`config.mk`:
```
export PLATFORM = sky130hd
export DESIGN_NAME = gate_pulse_recover
export DESIGN_NICKNAME = d
export VERILOG_FILES = /design/src/rtl/gate_pulse_recover_pkg.sv /design/src/rtl/gate_pulse_recover_sat_counter.sv /design/src/rtl/gate_pulse_recover.sv
export SDC_FILE = /design/constraint.sdc
export NUM_CORES = 1
export LEC_CHECK = 0
export ABC_CLOCK_PERIOD_IN_PS = 3170
export CAP_MARGIN = 20
export CORE_AREA = 5 5 56 53
export CTS_CLUSTER_DIAMETER = 200
export DETAILED_ROUTE_END_ITERATION = 12
export DIE_AREA = 0 0 61 58
export PLACE_DENSITY = 0.81
export SYNTH_ARGS = -nofsm -noshare
export SYNTH_HDL_FRONTEND = slang
export SYNTH_HIERARCHICAL = 1
export SYNTH_SLANG_ARGS = --single-unit
```
`constraint.sdc`:
```
create_clock -name clk_i -period 3.17 [get_ports clk_i]
set_input_delay 0.634 -clock clk_i [delete_from_list [all_inputs] [get_ports clk_i]]
set_output_delay 0.634 -clock clk_i [all_outputs]
set_load 0.02 [all_outputs]
```
`src/rtl/gate_pulse_recover_pkg.sv`:
```
// Shared definitions for the gate-to-pulse recovery block.
//   state_t   : FSM encoding (IDLE=0, QUALIFY=1, ACTIVE=2, STUCK=3), also
//               usable by benches of the companion pulse-to-gate stretcher.
//   cnt_op_t  : command set of the saturating width counter.
//   params_ok : parameter-range check evaluated at elaboration.
package gate_pulse_recover_pkg;

  typedef enum logic [1:0] {
    ST_IDLE    = 2'd0,
    ST_QUALIFY = 2'd1,
    ST_ACTIVE  = 2'd2,
    ST_STUCK   = 2'd3
  } state_t;

  typedef enum logic [1:0] {
    CNT_HOLD  = 2'd0,
    CNT_CLEAR = 2'd1,
    CNT_LOAD1 = 2'd2,
    CNT_INC   = 2'd3
  } cnt_op_t;

  // MIN_LEN >= 1, MAX_LEN > MIN_LEN and MAX_LEN must fit in CNT_W bits.
  function automatic bit params_ok(input int min_len, input int max_len,
                                   input int cnt_w);
    longint cnt_max;
    cnt_max = (longint'(1) << cnt_w) - 1;
    return (min_len >= 1) && (max_len > min_len) &&
           (longint'(max_len) <= cnt_max);
  endfunction

endpackage

```
`src/rtl/gate_pulse_recover_sat_counter.sv`:
```
// Saturating width counter for gate_pulse_recover.
//   clk_i    : system clock, rising edge
//   resetn_i : asynchronous active-low reset (count returns to 0)
//   op       : HOLD / CLEAR / LOAD1 / INC
//   cnt      : current count, never exceeds MAX_LEN
module gate_pulse_recover_sat_counter
  import gate_pulse_recover_pkg::*;
#(
  parameter int CNT_W   = 8,
  parameter int MAX_LEN = 32
) (
  input  logic             clk_i,
  input  logic             resetn_i,
  input  cnt_op_t          op,
  output logic [CNT_W-1:0] cnt
);

  localparam logic [CNT_W-1:0] MAX_C = CNT_W'(MAX_LEN);

  // NOTE: registers use non-blocking assignments so every flop samples the
  // pre-edge value of its inputs, independent of process evaluation order.
  always_ff @(posedge clk_i or negedge resetn_i) begin
    if (!resetn_i) begin
      cnt <= '0;
    end else begin
      case (op)
        CNT_CLEAR: cnt <= '0;
        CNT_LOAD1: cnt <= CNT_W'(1);
        CNT_INC:   if (cnt != MAX_C) cnt <= cnt + CNT_W'(1);
        default:   cnt <= cnt;
      endcase
    end
  end

endmodule

```
`src/rtl/gate_pulse_recover.sv`:
```
// Converts a stretched gate back into a single-cycle pulse and measures the
// gate width. Gates shorter than MIN_LEN are rejected as glitches; gates
// that reach MAX_LEN high samples are flagged as stuck.
//   clk_i         : system clock, rising edge
//   resetn_i      : asynchronous active-low reset
//   gate_i        : gate input, already synchronous to clk_i
//   pulse_o       : one-cycle pulse per qualified gate
//   width_o       : high-sample count of the last completed gate
//   width_valid_o : one-cycle strobe, width_o updated for a qualified gate
//   short_err_o   : one-cycle strobe, gate dropped before MIN_LEN
//   long_err_o    : one-cycle strobe, gate reached MAX_LEN
//   busy_o        : high while a gate is being tracked
module gate_pulse_recover
  import gate_pulse_recover_pkg::*;
#(
  parameter int MIN_LEN = 2,
  parameter int MAX_LEN = 32,
  parameter int CNT_W   = 8
) (
  input  logic             clk_i,
  input  logic             resetn_i,
  input  logic             gate_i,
  output logic             pulse_o,
  output logic [CNT_W-1:0] width_o,
  output logic             width_valid_o,
  output logic             short_err_o,
  output logic             long_err_o,
  output logic             busy_o
);

  if (!params_ok(MIN_LEN, MAX_LEN, CNT_W)) begin : g_param_err
    $error("gate_pulse_recover: need MIN_LEN>=1, MAX_LEN>MIN_LEN, MAX_LEN<=2^CNT_W-1");
  end

  localparam logic [CNT_W-1:0] MIN_C = CNT_W'(MIN_LEN);
  localparam logic [CNT_W-1:0] MAX_C = CNT_W'(MAX_LEN);

  state_t           state, state_next;
  cnt_op_t          cnt_op;
  logic [CNT_W-1:0] cnt, cnt_inc, width_next;
  logic             pulse_next, wv_next, short_next, long_next;

  gate_pulse_recover_sat_counter #(
    .CNT_W   (CNT_W),
    .MAX_LEN (MAX_LEN)
  ) u_cnt (
    .clk_i    (clk_i),
    .resetn_i (resetn_i),
    .op       (cnt_op),
    .cnt      (cnt)
  );

  // Only used in QUALIFY/ACTIVE where cnt < MAX_LEN, so it cannot wrap.
  assign cnt_inc = cnt + CNT_W'(1);

  // NOTE: every signal driven here gets a default first, so no path through
  // the case statement can leave one unassigned and infer a latch.
  always_comb begin
    state_next = state;
    cnt_op     = CNT_HOLD;
    width_next = width_o;
    pulse_next = 1'b0;
    wv_next    = 1'b0;
    short_next = 1'b0;
    long_next  = 1'b0;
    case (state)
      ST_IDLE: begin
        if (gate_i) begin
          cnt_op = CNT_LOAD1;
          if (MIN_LEN == 1) begin
            state_next = ST_ACTIVE;
            pulse_next = 1'b1;
          end else begin
            state_next = ST_QUALIFY;
          end
        end
      end
      ST_QUALIFY: begin
        if (gate_i) begin
          cnt_op = CNT_INC;
          if (cnt_inc == MIN_C) begin
            state_next = ST_ACTIVE;
            pulse_next = 1'b1;
          end
        end else begin
          cnt_op     = CNT_CLEAR;
          width_next = cnt;
          short_next = 1'b1;
          state_next = ST_IDLE;
        end
      end
      ST_ACTIVE: begin
        if (gate_i) begin
          cnt_op = CNT_INC;
          if (cnt_inc == MAX_C) begin
            state_next = ST_STUCK;
            long_next  = 1'b1;
          end
        end else begin
          cnt_op     = CNT_CLEAR;
          width_next = cnt;
          wv_next    = 1'b1;
          state_next = ST_IDLE;
        end
      end
      ST_STUCK: begin
        // Silent until the gate finally drops; width reports the ceiling.
        if (!gate_i) begin
          cnt_op     = CNT_CLEAR;
          width_next = MAX_C;
          state_next = ST_IDLE;
        end
      end
      default: begin
        cnt_op     = CNT_CLEAR;
        state_next = ST_IDLE;
      end
    endcase
  end

  always_ff @(posedge clk_i or negedge resetn_i) begin
    if (!resetn_i) begin
      state         <= ST_IDLE;
      width_o       <= '0;
      pulse_o       <= 1'b0;
      width_valid_o <= 1'b0;
      short_err_o   <= 1'b0;
      long_err_o    <= 1'b0;
      busy_o        <= 1'b0;
    end else begin
      state         <= state_next;
      width_o       <= width_next;
      pulse_o       <= pulse_next;
      width_valid_o <= wv_next;
      short_err_o   <= short_next;
      long_err_o    <= long_next;
      busy_o        <= (state_next != ST_IDLE);
    end
  end

endmodule

```
# --- Yosys cells after proc, flatten, opt, wreduce, memory -nomap -nowiden ---
# Index checks and enable logic that the tools add are counted.
# W data, S select, Z words.
op_classes:
  n_addsub: 1
  mul: 0
  div: 0
  n_lt_le_gt_ge: 0
  n_eq_ne: 12
  n_shift: 0
  mux: 25
  n_bitwise: 0
  n_reduce_logical: 7
ops:
  columns: ["operator", "n"]
  rows:
  - ["$mux W8", 3]
  - ["$pmux W8 S3", 1]
  - ["$mux W2", 8]
  - ["$pmux W8 S2", 1]
  - ["$mux W1", 10]
  - ["$add A8 B1 Y8 const B", 1]
  - ["$eq A2 B2 Y1 const B", 4]
  - ["$eq A8 B2 Y1 const B", 1]
  - ["$eq A8 B6 Y1 const B", 1]
  - ["$ne A8 B6 Y1 const B", 1]
  - ["$pmux W2 S4", 1]
  - ["$pmux W2 S3", 1]
  - ["$eq A2 B1 Y1 const B", 2]
  - ["$ne A2 B2 Y1 const B", 2]
  - ["$reduce_bool A2 Y1", 2]
  - ["$reduce_and A3 Y1", 1]
  - ["$reduce_bool A3 Y1", 1]
  - ["$logic_not A2 Y1", 1]
  - ["$ne A2 B1 Y1 const B", 1]
  - ["$reduce_and A2 Y1", 1]
  - ["$reduce_or A2 Y1", 1]
word_totals:
  reg_bits: 23
  latch_bits: 0
  mem_bits_rw: 0
  mem_bits_ro: 0
  inputBits: 3
  output_inout_bits: 13
  memories: 0

# --- Depth between registers and ports, before layout ---
# Gate-level depths: netlist of run 1.
depth:
  ltp_word: 6
  mapped_depth: 10
  ltp_nobuf: 9

# --- By module ---
# Netlist of run 1, hierarchy kept.
modules_own_cells:
  columns: ["mod", "n_inst", "cells_per_inst", "area_each_um2"]
  rows:
  - ["gate_pulse_recover", 1, 84, 782.0]
  - ["gate_pulse_recover_sat_counter", 1, 52, 509.2]

# --- Worst setup path before layout of run 1 ---
# Ideal clock, no wire load.
synth_path:
  path_kind: "register -> register"
  startpoint: "register state[0]"
  endpoint: "register u_cnt.cnt[1]"
  setup_ps: 122
  arrival_ps: 1912
  t_required_ps: 3048
  setup_slack_ps: 1136
  stages_incl_launch_ff: 10
  n_path_buf: 1
  path_cell_list: "dfrtp_1 -> ha_1 -> clkbuf_1 -> a21oi_1 -> nor2_1 -> inv_1 -> ha_1 -> nor2b_1 -> a31o_2 -> a32o_1"
synth_via:
  elab_chain_cells: 6
  elab_cells_between_ends: 13
  cone_classes: "eq/ne (7); mux (2); reduce/logical (4)"
synth_rtl:
  columns: ["item", "line", "rtl"]
  rows:
  - ["start: declaration", "gate_pulse_recover.sv:38", "state_t state, state_next;"]
  - ["start signal: assignment", "gate_pulse_recover.sv:131", "state <= state_next;"]
  - ["$eq A2 B2 Y1 or $eq A2 B1 Y1 (tied branches)", "gate_pulse_recover.sv:66", "case (state)"]
  - ["$reduce_or A2 Y1 (no line)", null, null]
  - ["$pmux W2 S3 *", "gate_pulse_recover.sv:66", null]
  - ["net cnt_op[0]", "gate_pulse_recover.sv:39", "cnt_op_t cnt_op;"]
  - ["$eq A2 B2 Y1 or $eq A2 B1 Y1 (tied branches)", "gate_pulse_recover_sat_counter.sv:26", "case (op)"]
  - ["$ne A2 B1 Y1 (no line) or $reduce_bool A3 Y1 (tied branches)", null, null]
  - ["$reduce_and A2 Y1 (no line)", null, null]
  - ["end signal: assignment", "gate_pulse_recover_sat_counter.sv:29", "CNT_INC: if (cnt != MAX_C) cnt <= cnt + CNT_W'(1);"]
  - ["end signal: assignment", "gate_pulse_recover_sat_counter.sv:30", "default: cnt <= cnt;"]
  - ["end: declaration", "gate_pulse_recover_sat_counter.sv:15", "output logic [CNT_W-1:0] cnt"]
# The timed path passes the listed nets; every way through them passes the cells marked *.
# A chain may end at the register's enable or synchronous reset.

# --- Worst setup path in the final report of run 1 ---
layout_path:
  startpoint: "input gate_i"
  endpoint: "register u_cnt.cnt[5]"
layout_via:
  elab_chain_cells: 5
  elab_cells_between_ends: 11
  cone_classes: "eq/ne (4); mux (5); reduce/logical (2)"
layout_rtl:
  columns: ["item", "line", "rtl"]
  rows:
  - ["start: declaration", "gate_pulse_recover.sv:22", "input logic gate_i,"]
  - ["$mux W1 *", "gate_pulse_recover.sv:108", "if (!gate_i) begin"]
  - ["$pmux W2 S3 *", "gate_pulse_recover.sv:66", null]
  - ["net cnt_op[0]", "gate_pulse_recover.sv:39", null]
  - ["$eq A2 B2 Y1 or $eq A2 B1 Y1 (tied branches)", "gate_pulse_recover_sat_counter.sv:26", null]
  - ["$ne A2 B1 Y1 (no line) or $reduce_bool A3 Y1 (tied branches)", null, null]
  - ["$reduce_and A2 Y1 (no line)", null, null]
# Marks and branches as above.

==> results.toml, run 1 <==
[clock_tree]
clockBufferDepth = 2
path_clk_slew_ns = 0.14
cts_resized = 0
htree_levels = 1
post_cts_buffers = 0
cts.sinks = 23
insertion_delay_ns = 0.32
cts_tree = "built"
postCtsHoldBufs = 0
cts-root-buf = "clkbuf_4"
cts_made_buffers = 3

[grt]
grt_pass1_wl_um = 4629
grt_pass1_vias = 1090
antenna_found_initial = 0
grt.total_usage = 0.1673
grt_max_degree = 24
gr-total-overflow = 0

[synth]
synth_nets = 147
ys_seq_area_frac = 0.4457
ys_warn_count = 6
synth-async-reset-ratio = 1.000
synth_edf_count = 0
synth_cell_types = 41
syn_inst = 136
yosys_register_bits = 23
synth_area_per_cell_um2 = 9.494
syn-cell-area_um2 = 1291
synth_top_flop_cell = "dfrtp_1"

[layout]
area_growth_syn_to_layout_pct = 14.63
final_core_util = 0.6326
fin_cells = 179
drive_gt1_frac = 0.08609
final_cell_mix = "25 x nand2_1, 23 x dfrtp_1, 15 x clkdlybuf4s50_1"
n_antenna_cell = 0
fillers = 199
multiInputGateArea_um2 = 655.6
fin_nets = 163
regArea_um2 = 575.6
final_common_cell = "nand2_1"

[power]
irDropWorstVdd_uv = 540.5
leakage_nw = 0.6819
total_power_mw = 1.114
p_per_area_nw_per_um2 = 752.7

[sta]
timing.fmax_mhz = 392.4
slew_viol_final = 0
slew_headroom = 0.6965
rsz0062_at_grt = "no"
setup_viol = 0
finalCritPeriodShare = 0.8039
tightestPinTransition_ns = 0.4553
period_minus_slack_ns = 2.548
finalClockSkew_ns = 0.01586
tns_ns = 0
finalHoldViolations = 0
whs_ns = 0.4886

[floorplan]
ios = 16
start_util = 0.5519
die_h_um = 58
die_w_um = 61
die-area_um2 = 3538
core_area_um2 = 2340
rows = 17

[drt]
drt_wl_total_um = 2748
drtPass1Iterations = 4
first_iter_violations = 57
drcViolationCount = 0
post_drt_via_cell_ratio = 5.950
wl_per_cell_um = 15.35
vias = 1065
drt.antenna.violating_nets = 0

[critical_path]
path_class = "primary input to register"
ff2ff_setup_slack_ns = 0.72
cp_common_cell = "a21oi_1"
cp-end-kind = "register"
arrival_ns = 2.81
cp.required_ns = 3.43
critical_path.max_fanout = 11
cpPeakStageDelay_ns = 0.58
crit_path_cell_trace = "clkdlybuf4s50_1 -> inv_2 -> a21oi_1 -> nor2_1 -> ha_1 -> nand4_2 -> or3_1 -> a21oi_1"
startpoint_type = "primary input"
cp_slowest_cell = "clkdlybuf4s50_1"

[place]
placed_cells = 175
place.gp.congestion = 0.8424
dp_hpwl_um = 1962
place.port_buffers = 15

[min_path]
hp-class = "register to register"

[flow_run]
cap_violations = 0

[outcome]
status = "completed"
-- final cells by class --
| cell class | count | share of cell area |
|---|---|---|
| multi-input combinational | 101 | 0.4429 |
| sequential | 23 | 0.3888 |
| timing repair buffer | 16 | 0.1065 |
| tap | 28 | 0.02367 |
| inverter | 7 | 0.01944 |
| clock buffer | 3 | 0.01522 |
| clock inverter | 1 | 0.003381 |
-- synth_stat cells, types with 2 or more instances --
cell / n / area (um^2)
a21oi_1: 3 / 15.01
clkbuf_1: 2 / 7.510
dfrtp_1: 23 / 575.6
ha_1: 8 / 100.1
inv_1: 5 / 18.77
nand2_1: 25 / 93.84
nand3_1: 5 / 25.02
nand3b_1: 8 / 60.06
nand4_1: 2 / 12.51
nor2_1: 8 / 30.03
nor2b_1: 5 / 31.28
nor3_1: 3 / 15.01
o21ai_0: 5 / 25.02
o21ai_1: 4 / 20.02
o31ai_1: 2 / 15.01
or3_1: 2 / 12.51
xor2_1: 2 / 17.52
-- where the power goes --
group	internal [mW]	leakage, nW	switching, mW	total [mW]
Clock	0.0471	0.0177	0.0919	0.139
Combinational	0.238	0.353	0.336	0.574
Sequential	0.348	0.311	0.0525	0.401
-- metrics by stage --
step | worst slack [ns] | area [um^2]
3_3_place_gp | 0.4227 | 1453
5_1_grt | 0.5171 | 1480
3_5_place_dp | 0.3085 | 1453
2_1_floorplan | 1.136 | 1291
4_1_cts | 0.6389 | 1480
6_report | 0.6216 | 1480
-- registers in the layout, indices dropped and copies added (netlist names) --
name / cells
width_o: 8
long_err_o: 1
busy_o: 1
pulse_o: 1
u_cnt/cnt: 8
short_err_o: 1
width_valid_o: 1
state: 2
-- critical path: cells and delay by family --
| kind | cells | cell delay (ns) |
|---|---|---|
| adder cells (fa/ha/maj) | 1 | 0.46 |
| buffers and inverters | 2 | 0.71 |
| AND/OR/NAND/NOR | 3 | 0.78 |
| AO/OA/AOI/OAI | 2 | 0.21 |
-- layer usage --
layer | wire, um | GRT usage | vias to the layer above
met5 | 0 | 0 | -
met4 | 29 | 0.07430 | 0
met3 | 180 | 0.02673 | 4
met2 | 1328 | 0.2748 | 34
met1 | 1209 | 0.2140 | 522
li1 | - | - | 505
-- cells by family (layout without fill, tap and decap cells) --
kind of cell	Yosys count	in the layout	share of synthesized area
AND/OR/NAND/NOR	69	69	0.3043
flip-flops	23	23	0.4457
AO/OA/AOI/OAI	22	22	0.1124
buffers and inverters	12	27	0.04651
adder cells (fa/ha/maj)	8	8	0.07752
XOR/XNOR	2	2	0.01357
-- path summary, 6_finish.rpt --
| kind | endpoint | depth (start not counted) | from |
|---|---|---|---|
| worst min register to register | width_o[2]$_DFFE_PN0P_ | 2 | width_o[2]$_DFFE_PN0P_ |
| max in group asynchronous | u_cnt/cnt[2]$_DFFE_PN0P_ | 2 | resetn_i |
| worst max register to register | u_cnt/cnt[5]$_DFFE_PN0P_ | 8 | state[0]$_DFF_PN0_ |
| min in group asynchronous | pulse_o$_DFF_PN0_ | 2 | resetn_i |
| worst min-delay path | width_o[2]$_DFFE_PN0P_ | 2 | width_o[2]$_DFFE_PN0P_ |
| worst max-delay path | u_cnt/cnt[5]$_DFFE_PN0P_ | 8 | gate_i |
Power figures use the tool's default switching activity.
==> inputs of run 2 (changes only) <==
- ABC_CLOCK_PERIOD_IN_PS: 3170 -> 2100
- CORE_AREA: 5 5 56 53 -> 5 5 61 57
- DIE_AREA: 0 0 61 58 -> 0 0 66 62
- PLACE_DENSITY: 0.81 -> 0.72
- clock period: 3.17 -> 2.1 ns (I/O delays scaled with it)
==> run 2 against run 1 <==
Sequential share of layout area down 3.0 points; clock power up 50%; cell count up 13%; via count up 2.1%; count of clock-buffer cells in the layout unchanged; sequential cell count unchanged.
==> results.toml, run 2 (synthesis results as in run 1) <==
[outcome]
status = "completed"

[critical_path]
ff2ff_setup_slack_ns = 0.11
critical_path.max_fanout = 5
crit_path_cell_trace = "inv_2 -> ha_4 -> a21oi_1 -> nor2_1 -> inv_1 -> ha_1 -> nor2b_4 -> a31o_2 -> a32o_1"
reg2reg_to = "u_cnt/cnt[1]$_DFFE_PN0P_"
startpoint_type = "register"
cp_slowest_cell = "dfrtp_1"
path_class = "register to register"
crit_family = "adder cells"
cp.required_ns = 2.32
reg2reg_depth = 9
cp-end-kind = "register"
path_depth = 9
worstReg2RegStart = "state[1]$_DFF_PN0_"
arrival_ns = 2.21
cpPeakStageDelay_ns = 0.43
critPathBufInv = 2

[place]
place_ws_ns = -0.1222
place.gp.congestion = 0.8709
dp_hpwl_um = 2030
placed_cells = 196
post_dp_cell_area_um2 = 1535
place.port_buffers = 15

[sta]
tightestPinTransition_ns = 0.4148
setup_viol = 0
finalHoldViolations = 0
finalClockSkew_ns = 0.007517
whs_ns = 0.4305
worst_slack_ns = 0.1082
period_minus_slack_ns = 1.992
tns_ns = 0
slew_viol_final = 0
slew_headroom = 0.7196
finalCritPeriodShare = 0.9485
timing.fmax_mhz = 502.1

[clock_tree]
clockBufferDepth = 2
postCtsHoldBufs = 0
cts_tree = "built"
cts_made_buffers = 3
cts-root-buf = "clkbuf_4"
insertion_delay_ns = 0.32
path_clk_slew_ns = 0.13
htree_levels = 1
cts.sinks = 23

[drt]
drcViolationCount = 0
first_iter_violations = 37
drt_wl_total_um = 2883
drt.antenna.violating_nets = 0
wl_per_cell_um = 14.27
vias = 1087
drtPass1Iterations = 4
post_drt_via_cell_ratio = 5.381

[grt]
grt_max_degree = 24
grt_pass1_wl_um = 4767
grt_pass1_vias = 1101
grt.total_usage = 0.1516
antenna_found_initial = 0
gr-total-overflow = 0

[layout]
final_cell_mix = "25 x nand2_1, 23 x dfrtp_1, 15 x clkdlybuf4s50_1"
fillers = 246
largestRegisters = "u_cnt/cnt x8, width_o x8, state x2"
multiInputGateArea_um2 = 681.9
fin_area_um2 = 1604
drive_gt1_frac = 0.1790
final_core_util = 0.5886
fin_cells = 202
regArea_um2 = 575.6
fin_nets = 174
final_common_cell = "nand2_1"
n_antenna_cell = 0
area_growth_syn_to_layout_pct = 24.22

[floorplan]
die-area_um2 = 4092
rows = 18
ios = 16
core_area_um2 = 2725
die_h_um = 62
die_w_um = 66
start_util = 0.4738

[min_path]
hp-class = "primary input to asynchronous set/reset pin"

[power]
irDropWorstVdd_uv = 544.1
leakage_nw = 0.7418
p_per_area_nw_per_um2 = 1163
total_power_mw = 1.865

[flow_run]
cap_violations = 0
[run 2: changes by cell type in the layout (fill, tap and decap cells not counted), sizes merged]
cell / delta
buf: +11
[run 2: how the worst max path moves through the flow]
stage / from / endpoint / slack [ns]
2_1_floorplan: state[0]$_DFF_PN0_ / u_cnt/cnt[1]$_DFFE_PN0P_ / 0.07
3_3_place_gp: gate_i / u_cnt/cnt[1]$_DFFE_PN0P_ / -0.06
3_5_place_dp: gate_i / u_cnt/cnt[1]$_DFFE_PN0P_ / -0.12
4_1_cts: state[1]$_DFF_PN0_ / u_cnt/cnt[5]$_DFFE_PN0P_ / 0.007
5_1_grt: state[1]$_DFF_PN0_ / u_cnt/cnt[2]$_DFFE_PN0P_ / -0.03
6_report: state[1]$_DFF_PN0_ / u_cnt/cnt[1]$_DFFE_PN0P_ / 0.11
[run 2: power by group]
group | internal, mW | switching [mW]
registers | 0.526 | 0.0667
clock network | 0.0713 | 0.138
logic | 0.499 | 0.565
[run 2: metal layers]
layer / wire [um] / track usage
met1: 1271 / 0.1850
met3: 144 / 0.04137
met2: 1460 / 0.2714
met4: 6 / 0.03478
met5: 0 / 0
[run 2: area by class of cell]
type	instances	share of cell area
well taps	40	0.03120
clock inverters	1	0.003120
flip-flops and latches	23	0.3588
multi-input cells	101	0.4251
clock buffers	3	0.01404
repair buffers	27	0.1498
inverters	7	0.01794
[run 2: what timing repair did]
item,CTS,global route
resized for setup,0,6
buffers inserted,0,2
endpoints found under the setup margin,0,7
==> RTL change: new RTL, flow settings as in run 2 <==
Add an input register stage for `gate_i`; this delays it by one clock.
--- a/src/rtl/gate_pulse_recover.sv
+++ b/src/rtl/gate_pulse_recover.sv
@@ -27,6 +27,12 @@
   output logic             long_err_o,
   output logic             busy_o
 );
+
+  logic gate_q;
+
+  always_ff @(posedge clk_i) begin
+    gate_q <= gate_i;
+  end
 
   if (!params_ok(MIN_LEN, MAX_LEN, CNT_W)) begin : g_param_err
     $error("gate_pulse_recover: need MIN_LEN>=1, MAX_LEN>MIN_LEN, MAX_LEN<=2^CNT_W-1");
@@ -65,7 +71,7 @@
     long_next  = 1'b0;
     case (state)
       ST_IDLE: begin
-        if (gate_i) begin
+        if (gate_q) begin
           cnt_op = CNT_LOAD1;
           if (MIN_LEN == 1) begin
             state_next = ST_ACTIVE;
@@ -76,7 +82,7 @@
         end
       end
       ST_QUALIFY: begin
-        if (gate_i) begin
+        if (gate_q) begin
           cnt_op = CNT_INC;
           if (cnt_inc == MIN_C) begin
             state_next = ST_ACTIVE;
@@ -90,7 +96,7 @@
         end
       end
       ST_ACTIVE: begin
-        if (gate_i) begin
+        if (gate_q) begin
           cnt_op = CNT_INC;
           if (cnt_inc == MAX_C) begin
             state_next = ST_STUCK;
@@ -105,7 +111,7 @@
       end
       ST_STUCK: begin
         // Silent until the gate finally drops; width reports the ceiling.
-        if (!gate_i) begin
+        if (!gate_q) begin
           cnt_op     = CNT_CLEAR;
           width_next = MAX_C;
           state_next = ST_IDLE;
Behaviour: not the same (Yosys sat finds a counterexample within 4 cycles, from zero or initial values and one cycle with resetn_i low).
==> RTL change against run 2 <==
- count of clock-buffer cells in the layout increased by 1
- synthesized cell count increased by 0.74%
- first-iteration DRC count increased by 54%
- die area unchanged
- sequential cell count increased by 1
- sequential share of layout area increased by 0.51 points
- area after synthesis increased by 1.6%
- global-route usage decreased by 0.34 points
- wire length about the same
- fmax decreased by 2.8%
- largest cell class unchanged
- design area increased by 2.0%
- critical path depth unchanged
- worst setup slack got worse by 0.057 ns
- total power increased by 4.4%
==> RTL change: results (changes against run 2) <==
metric	value	unit	change
grt_pass1_vias	1059		-3.8%
yosysSeqAreaShare	45.4	%	+0.85 points
critical-path-top-delay-family	compound AO/OA/AOI/OAI gates		
synthTopCellsByArea	dfrtp_1 (44%), ha_1 (7.6%), nand2_1 (7.2%), nand3b_1 (4.6%), nor2b_1 (2.4%)		
syn-num-nets	148		+0.68%
grt_pass1_wl	4680	µm	-1.9%
path_clk_slew	0.13	ns	about the same
worstPathArrival	2.26	ns	+0.05 ns
skew	0.00124	ns	-0.00628 ns
place_ws	0.0169	ns	+0.139 ns
status	completed		
async_reset_ff_share	95.8	%	-4.2 points
hold_path_class	in -> async		
clk_latency	0.31	ns	
viasPerCell	5.51		+2.4%
worst_pin_slew	0.444	ns	+0.0289 ns
final_net_count	173		-0.57%
drive_gt1_share	18.0	%	+0.11 points
total_leakage_power	0.739	nW	-0.32%
dpl.hpwl	2020	µm	-0.51%
portBuffers	15		unchanged
synth_common_cells	nand2_1 (25), dfrtp_1 (23), ha_1 (8), nand3b_1 (8), nor2_1 (8)		
largest_registers	u_cnt/cnt: 8 flops, width_o: 8 flops, state: 2 flops		
drtIter0Drc	57		+54%
wirelength	2880	µm	about the same
worstPathMaxFanout	4		-1
place_area	1550	µm²	+0.81%
place_congestion	0.909		+4.4%
irDropWorstVdd	584	µV	+7.3%
clock_path_buffers	2		unchanged
grt_usage	14.8	%	-0.34 points
ys_types	42		+2.4%
fillers	245		-0.41%
yosysMostFrequentCell	nand2_1		
RTL change: changes by cell type after synthesis, sizes merged:
cell	run 2	this run
dfxtp	0	1
RTL change: final timing paths:
kind / cells past startpoint / endpoint / start / slack, ns
min in group clk_i: 2 / width_o[7] / width_o[7] / 0.48
min reg2reg: 2 / width_o[7] / width_o[7] / 0.48
max reg2reg: 9 / u_cnt/cnt[1] / state[0] / 0.05
max in group asynchronous: 2 / u_cnt/cnt[7] / resetn_i / 1.43
min: 2 / u_cnt/cnt[1] / resetn_i / 0.44
max: 9 / u_cnt/cnt[1] / state[0] / 0.05
RTL change: area by class of cell:
class	count	area, µm²	share of cell area, %
clock buffer	4	36.3	2.22
inverter	7	28.8	1.76
multi-input combinational	101	701	42.8
sequential	24	596	36.4
tap	40	50.0	3.06
timing repair buffer	25	225	13.8
RTL change: cell families (layout without fill, tap and decap cells):
| family | after synthesis | in the layout | synth area share, % |
|---|---|---|---|
| DFF | 24 | 24 | 45.4 |
| buffers and inverters | 12 | 36 | 4.58 |
| and+or+nand+nor | 69 | 69 | 30.0 |
| xor gates and xnor gates | 2 | 2 | 1.34 |
| AOI/OAI and AO/OA | 22 | 22 | 11.1 |
| adders and majority gates | 8 | 8 | 7.63 |
RTL change: report_power, final:
group | total [mW] | switching, mW | internal [mW]
combinational | 1.10 | 0.595 | 0.506
sequential | 0.602 | 0.0573 | 0.545
clock | 0.244 | 0.138 | 0.106
RTL change: worst register-to-register path: cells and delay by family, from the launching register on:
kind	cells	cell delay [ns]
AOI/OAI and AO/OA	3	0.58
DFF	1	0.42
adders and majority gates	2	0.44
buffers and inverters	2	0.27
and+or+nand+nor	2	0.24
RTL change: through the flow:
step                      utilization (%)  TNS (ns)  cells  power [mW]
final                                60.1         0    201        1.95
after global routing                 60.1   -0.0103    201        2.09
after CTS                            58.5         0    201        1.83
after detailed placement             56.8         0    196        1.56
after global placement               56.8         0    196        1.53
after floorplan                         -         0    137        1.27
RTL change: timing repair:
| item | CTS | global route |
|---|---|---|
| pin swaps | 0 | 1 |
| buffers inserted | 1 | 0 |
| endpoints found under the setup margin | 4 | 6 |
| resized for setup | 1 | 7 |
RTL change: metal layers:
layer | vias up | wire, µm | global-route usage, %
li1 | 529 | - | -
met1 | 533 | 1240 | 17.6
met2 | 42 | 1440 | 27.6
met3 | 4 | 174 | 2.52
met4 | 0 | 30 | 4.93
met5 | - | 0 | 0
